File: src/rtl/uart_pkg.sv
// Shared UART definitions: transmitter state encoding and default frame
// parameters used by the transmitter and its parent.
package uart_pkg;

  typedef enum logic [2:0] {
    IDLE,
    START,
    DATA,
    PARITY,
    STOP
  } tx_state_e;

  localparam int unsigned UART_DBIT    = 8;
  localparam int unsigned UART_OS      = 16;
  localparam int unsigned UART_SB_TICK = 16;

endpackage

File: src/rtl/uart_tx_oversampled.sv
// Oversampled UART transmitter.
// Shifts a parallel word out as start bit, DBIT data bits (LSB first),
// an optional even-parity bit and a stop period of SB_TICK ticks. Every
// start/data/parity bit lasts OS ticks of s_tick (the mod-M counter pulse).
//
// Ports:
//   clk          system clock
//   rst          synchronous active-high reset
//   s_tick       one-cycle tick at OS x baud
//   tx_start     send request, honoured only while tx_ready is high
//   din          data word, captured on the accepting cycle
//   tx_ready     high while idle
//   tx_done_tick one-cycle pulse at the end of the stop period
//   tx           registered serial line, idle high
//
// Build option: define UART_TX_PARITY_EN to insert the even-parity bit.
module uart_tx_oversampled
  import uart_pkg::*;
#(
  parameter int unsigned DBIT    = UART_DBIT,
  parameter int unsigned OS      = UART_OS,
  parameter int unsigned SB_TICK = UART_SB_TICK
) (
  input  logic            clk,
  input  logic            rst,
  input  logic            s_tick,
  input  logic            tx_start,
  input  logic [DBIT-1:0] din,
  output logic            tx_ready,
  output logic            tx_done_tick,
  output logic            tx
);

  localparam int unsigned SW = $clog2(2 * OS);
  localparam int unsigned NW = $clog2(DBIT);
  localparam logic [SW-1:0] OS_LAST = SW'(OS - 1);
  localparam logic [SW-1:0] SB_LAST = SW'(SB_TICK - 1);
  localparam logic [NW-1:0] N_LAST  = NW'(DBIT - 1);

  tx_state_e       state_q, state_d;
  logic [SW-1:0]   s_cnt_q, s_cnt_d;
  logic [NW-1:0]   n_cnt_q, n_cnt_d;
  logic [DBIT-1:0] b_q, b_d;
  logic            tx_q, tx_d;
  logic            done_q, done_d;
`ifdef UART_TX_PARITY_EN
  logic            par_q, par_d;
`endif

  always_ff @(posedge clk) begin
    if (rst) begin
      state_q <= IDLE;
      s_cnt_q <= '0;
      n_cnt_q <= '0;
      b_q     <= '0;
      tx_q    <= 1'b1;
      done_q  <= 1'b0;
`ifdef UART_TX_PARITY_EN
      par_q   <= 1'b0;
`endif
    end else begin
      state_q <= state_d;
      s_cnt_q <= s_cnt_d;
      n_cnt_q <= n_cnt_d;
      b_q     <= b_d;
      tx_q    <= tx_d;
      done_q  <= done_d;
`ifdef UART_TX_PARITY_EN
      par_q   <= par_d;
`endif
    end
  end

  always_comb begin
    state_d = state_q;
    s_cnt_d = s_cnt_q;
    n_cnt_d = n_cnt_q;
    b_d     = b_q;
    done_d  = 1'b0;
`ifdef UART_TX_PARITY_EN
    par_d   = par_q;
`endif
    unique case (state_q)
      IDLE: begin
        // A tick coinciding with the accept is deliberately not counted.
        if (tx_start) begin
          b_d     = din;
          s_cnt_d = '0;
          state_d = START;
`ifdef UART_TX_PARITY_EN
          par_d   = ^din;
`endif
        end
      end
      START: begin
        if (s_tick) begin
          if (s_cnt_q == OS_LAST) begin
            s_cnt_d = '0;
            n_cnt_d = '0;
            state_d = DATA;
          end else begin
            s_cnt_d = s_cnt_q + 1'b1;
          end
        end
      end
      DATA: begin
        if (s_tick) begin
          if (s_cnt_q == OS_LAST) begin
            s_cnt_d = '0;
            b_d     = b_q >> 1;
            if (n_cnt_q == N_LAST) begin
`ifdef UART_TX_PARITY_EN
              state_d = PARITY;
`else
              state_d = STOP;
`endif
            end else begin
              n_cnt_d = n_cnt_q + 1'b1;
            end
          end else begin
            s_cnt_d = s_cnt_q + 1'b1;
          end
        end
      end
`ifdef UART_TX_PARITY_EN
      PARITY: begin
        if (s_tick) begin
          if (s_cnt_q == OS_LAST) begin
            s_cnt_d = '0;
            state_d = STOP;
          end else begin
            s_cnt_d = s_cnt_q + 1'b1;
          end
        end
      end
`endif
      STOP: begin
        if (s_tick) begin
          if (s_cnt_q == SB_LAST) begin
            s_cnt_d = '0;
            done_d  = 1'b1;
            state_d = IDLE;
          end else begin
            s_cnt_d = s_cnt_q + 1'b1;
          end
        end
      end
      default: state_d = IDLE;
    endcase

    // Line level is derived from the next state so tx changes on the same
    // edge as the state register, keeping the output registered.
    tx_d = 1'b1;
    unique case (state_d)
      START:   tx_d = 1'b0;
      DATA:    tx_d = b_d[0];
`ifdef UART_TX_PARITY_EN
      PARITY:  tx_d = par_d;
`endif
      default: tx_d = 1'b1;
    endcase
  end

  assign tx_ready     = (state_q == IDLE);
  assign tx_done_tick = done_q;
  assign tx           = tx_q;

endmodule

File: config.mk
export PLATFORM = sky130hd
export DESIGN_NAME = uart_tx_oversampled
export DESIGN_NICKNAME = d
export VERILOG_FILES = /design/src/rtl/uart_pkg.sv /design/src/rtl/uart_tx_oversampled.sv
export SDC_FILE = /design/constraint.sdc
export NUM_CORES = 1
export LEC_CHECK = 0
export CAP_MARGIN = 10
export CORE_ASPECT_RATIO = 1.4
export CORE_MARGIN = 1
export CORE_UTILIZATION = 35
export CTS_CLUSTER_SIZE = 8
export DETAILED_ROUTE_END_ITERATION = 8
export SLEW_MARGIN = 0
export SYNTH_ARGS = -nofsm -noshare
export SYNTH_HDL_FRONTEND = slang
export SYNTH_SLANG_ARGS = --single-unit
File: constraint.sdc
create_clock -name clk -period 1.8 [get_ports clk]
set_clock_uncertainty 0.1 [all_clocks]
set_input_delay 0.27 -clock clk [delete_from_list [all_inputs] [get_ports clk]]
set_output_delay 0.27 -clock clk [all_outputs]
set_load 0.02 [all_outputs]
# After elaboration in Yosys (flattened, before gate mapping)
# Index checks and enable logic that the tools add are counted.
[classes]
addsub = 2
n_eq_ne = 14
n_mux = 25
n_bitwise = 2
n_reduce_logical = 9
[op_table]
columns = ["operator", "n"]
rows = [
  ["2-to-1 mux 3 bit", 13],
  ["2-to-1 mux 8 bit", 3],
  ["case mux 8 bit (2 select lines)", 1],
  ["2-to-1 mux 5 bit", 3],
  ["inequality test 2 bit (second input constant)", 6],
  ["case mux 3 bit (4 select lines)", 1],
  ["case mux 5 bit (2 select lines)", 1],
  ["equality test 3 x 1 -> 1 bit (second input constant)", 2],
  ["equality test 3 x 2 -> 1 bit (second input constant)", 2],
  ["equality test 3 bit (second input constant)", 2],
  ["case mux 3 bit (2 select lines)", 1],
  ["AND reduction 6 bit", 1],
  ["nonzero test 2 bit", 3],
  ["OR reduction 3 bit", 2],
  ["adder 5 x 1 -> 5 bit (second input constant)", 1],
  ["equality test 5 x 4 -> 1 bit (second input constant)", 1],
  ["AND reduction 4 bit", 1],
  ["adder 3 x 1 -> 3 bit (second input constant)", 1],
  ["zero test 3 bit", 1],
  ["AND reduction 3 bit", 1],
  ["inequality test 2 x 1 -> 1 bit (second input constant)", 1],
  ["inverter 1 bit", 2],
  ["case mux 1 bit (2 select lines)", 1],
  ["2-to-1 mux 1 bit", 1],
]
[word_totals]
regBits = 21
in_bits = 12
output_inout_bits = 3
word_cells = 59

# Depth between registers and ports, before layout
[logic_depth]
depth_word = 7
depth_mapped = 7
mapped_depth_nobuf = 6

# Worst setup path before layout
# No wires, ideal clock.
[synth_timing]
path_kind = "flip-flop to flip-flop"
start = "register s_cnt_q[0]"
end = "register b_q[7]"
setup_ns = 0.071
arrival_ns = 1.578
t_required_ns = 1.629
slack_ns = 0.052
path_stages_with_launch = 8
n_path_buf = 2
synth_period_minus_slack_ns = 1.748
path_cell_list = "dfxtp_1 > ha_1 > and4b_1 > buf_6 > and2_1 > buf_6 > or3b_1 > a21oi_1"
[synth_via]
elab_chain_cells = 3
[synth_rtl]
columns = ["item", "line", "source"]
rows = [
  ["start: declaration", "uart_tx_oversampled.sv:41", "logic [SW-1:0] s_cnt_q, s_cnt_d;"],
  ["start signal: assignment", "uart_tx_oversampled.sv:63", "s_cnt_q <= s_cnt_d;"],
  ["equality test 5 x 4 -> 1 bit", "uart_tx_oversampled.sv:108", "if (s_cnt_q == OS_LAST) begin"],
  ["inequality test 2 bit (no line)", "-", ""],
  ["AND reduction 4 bit (no line)", "-", ""],
  ["end signal: assignment", "uart_tx_oversampled.sv:55", "b_q <= '0;"],
  ["end signal: assignment", "uart_tx_oversampled.sv:65", "b_q <= b_d;"],
  ["end: declaration", "uart_tx_oversampled.sv:43", "logic [DBIT-1:0] b_q, b_d;"],
]
# Every way passes these cells.
# A chain may end at the register's enable or synchronous reset.

# Final worst setup path
[layout_timing]
start = "register s_cnt_q[0]"
end = "register n_cnt_q[0]"
[layout_via]
elab_chain_cells = 3
word_cells_on_any_way = 4
classes_between = "eq/ne: 3; reduce/logical: 1"
[layout_rtl]
columns = ["item", "line", "source"]
rows = [
  ["equality test 5 x 4 -> 1 bit *", "uart_tx_oversampled.sv:97, uart_tx_oversampled.sv:108", ""],
  ["inequality test 2 bit (no line)", "-", ""],
  ["AND reduction 6 bit (no line) *", "-", ""],
  ["end signal: assignment", "uart_tx_oversampled.sv:64", "n_cnt_q <= n_cnt_d;"],
  ["end: declaration", "uart_tx_oversampled.sv:42", "logic [NW-1:0] n_cnt_q, n_cnt_d;"],
]
# Mark *: on every way between the ends. The rest lies on a longest branch, timed or not.

==> flow_summary.toml <==
[routing]
drt_iter0_drc = 11
wire_per_inst_um = 13.27
final_antenna_net_count = 0
wirelength_mm = 2.469
drc = 0
drt_pass1_iterations = 4
vias = 999
viasPerCell = 5.371

[critical_path]
rrSetupSlack_ns = 0.09
r2r-start = "s_cnt_q[0]"
worstRegToRegCells = 5
cp.required_ns = 1.89
critPathKind = "flop to flop"
startpoint_type = "flop"
endpoint_kind = "flop"
reg2reg_to = "n_cnt_q[0]"
arrival_ns = 1.80
cp_max_fo = 7

[timing]
worst_slew_pin_slew_ns = 0.3607
slew_headroom_pct = 75.87
hold_violations = 0
tns_ns = 0
fmax_ghz = 0.5844
fin_crit_ns = 1.711
setup_viol = 0
whs_ns = 0.3603
maxSlewViolCount = 0
post-route-period-util_pct = 95.06
rsz0062_at_grt = "false"
fin_ws_ns = 0.08891

[clocking]
cts_root_buf = "clkbuf_8"
cts_max_level = 1
cts_sinks = 21
cts_max_path_buffers = 2
hold_buffers = 0
clk_latency_ns = 0.26
cts_buffers = 3
clk_pin_slew_ns = 0.08
cts_tree = "built"

[global_routing]
overflow = 0
grt_max_degree = 13
grt_usage_pct = 15.59
antenna_found_initial = 0
grt_pass1_vias = 966
grt_pass1_wl_mm = 4.064

[power_and_ir_drop]
p_int_w = 0.0007039
sw_frac_of_total_pct = 23.78
power_frac_comb_pct = 13.7
seqPwrFrac_pct = 52.9
p_sw_w = 0.0002196
peakVddDrop_uv = 293.6
p_per_area_nw_per_um2 = 646.9
pwr-share-clk_pct = 33.3
power_w = 0.0009235
leakage_nw = 0.5461

[floorplanning]
start_util_pct = 37.64
core_um2 = 2935
ioPinCount = 15
die-width_um = 49.49
die-area_um2 = 3388
die_h_um = 68.48
row_count = 23

[synth]
ys_seq_area_share_pct = 38.05
ys.flop_type = "dfxtp_1"
synthArstFlopShare_pct = 0
synth_area_um2 = 1105
syn_inst = 123
netlist-cell-type-count = 41
synth_fp_nets = 138
yosysWarnings = 0
post_synth.cell_area_avg_um2 = 8.982
synth-edff-count = 0
ys_seq_elements = 21

[finish]
multiInputGateArea_um2 = 628.1
regArea_um2 = 422.9
area_growth_pct = 29.22
final_common_cell = "dfxtp_1"
drive_gt1_share_pct = 22.15
fin_nets = 165
final_util_pct = 48.64
most-common-layout-cells = "dfxtp_1 (19), buf_4 (17), nand2_1 (15), a21oi_1 (15), clkdlybuf4s50_1 (12)"
num_antenna_cells = 0
n_fill_cell = 297

[hold_path]
hold_start = "b_q[4]"
hp-class = "flop to flop"
hold_path_end = "b_q[4]"
hold_depth = 2

[place]
gp_congestion = 0.8373
io_buffers = 14
place_ws_ns = -0.2729
hpwl_mm = 1.894

[run]
maxCapViolations = 0

[run_status]
status = "completed"
[flip-flops by register name, summed over array words and instances (netlist names)]
name          flops
b_q               8
n_cnt_q           3
s_cnt_q           5
state_q           3
tx                1
tx_done_tick      1
[metrics by stage]
stage | cell area (um^2) | std cells
6_report | 1428 | 186
3_3_place_gp | 1353 | 182
4_1_cts | 1406 | 186
5_1_grt | 1428 | 186
2_1_floorplan | 1105 | 123
3_5_place_dp | 1353 | 182
[repair_timing]
| action | in CTS | in global routing |
|---|---|---|
| cloned | 0 | 0 |
| setup buffers | 0 | 0 |
| gates resized for setup | 3 | 8 |
| pin swaps | 0 | 0 |
| endpoints found under the setup margin | 4 | 11 |
| hold endpoints to repair | 0 | 0 |
[worst max-delay path, cell delays in order, from the launching register on]
cell       delay, ns
dfxtp_1         0.38
ha_1            0.19
and4b_2         0.34
o2111ai_2       0.13
or3b_1          0.37
a21oi_1         0.14
[power groups by stage]
stage / Clock [W] / Sequential [W] / Combinational (W)
finish: 0.000308 / 0.000489 / 0.000127
global route: 0.000328 / 0.000491 / 0.000138
CTS: 0.000315 / 0.000489 / 0.000125
detailed placement: 0 / 0.000500 / 0.000123
global placement: 0 / 0.000499 / 0.000119
floorplan: 0 / 0.000499 / 0.0000643
[cells by family after synthesis]
group | after synthesis | synth area share [%]
buf+inv | 13 | 7.361
simple gates | 49 | 27.86
mux | 3 | 2.831
fa+ha+maj | 3 | 3.398
compound gates | 34 | 20.50
flops | 21 | 38.05
[how the worst max path moves through the flow]
stage                     startpoint    endpoint  slack (ns)  cells past startpoint
final                     s_cnt_q[0]  n_cnt_q[0]        0.09                      5
after CTS                 s_cnt_q[0]      b_q[7]       0.008                      5
after detailed placement      s_tick  s_cnt_q[0]       -0.27                      6
after global placement        s_tick  s_cnt_q[0]       -0.17                      6
after global routing      s_cnt_q[0]  n_cnt_q[0]      0.0003                      5
after floorplan           s_cnt_q[0]      b_q[7]        0.05                      7
[layer usage]
| metal | track usage (%) | vias to the layer above | part of all wire, % | wire length (um) |
|---|---|---|---|---|
| met4 | 7.857 | 0 | 1.5 | 38 |
| met2 | 29.28 | 21 | 53 | 1314 |
| met3 | 2.222 | 6 | 2.8 | 69 |
| li1 | - | 503 | - | - |
| met5 | 0 | - | 0 | 0 |
| met1 | 17.09 | 469 | 42 | 1047 |
[final cells by class]
type                    count  area share [%]
repair buffers             31           18.84
clock buffers               3           2.892
clock inverters             1          0.3506
well taps                  37           3.243
inverters                   4           1.052
multi-input cells          89           44.00
flip-flops and latches     21           29.62
[cell usage after synthesis (2+ instances only)]
cell / number / area share (%)
nor2_1: 4 / 1.4
and2_1: 4 / 2.3
nand4_1: 2 / 1.1
inv_1: 4 / 1.4
o21ai_0: 2 / 0.91
buf_2: 2 / 0.91
or4b_1: 2 / 1.8
a21oi_1: 16 / 7.2
nand4b_1: 2 / 1.6
a31oi_1: 2 / 1.1
buf_4: 2 / 1.4
a22oi_1: 6 / 4.1
ha_1: 3 / 3.4
clkbuf_1: 2 / 0.68
nor4_1: 2 / 1.1
dfxtp_1: 21 / 38
or3b_1: 2 / 1.6
buf_6: 3 / 3.1
nand2_1: 15 / 5.1
nand3_1: 3 / 1.4
mux2i_1: 2 / 1.8
nor3b_1: 3 / 2.0
Power figures use the tool's default switching activity.
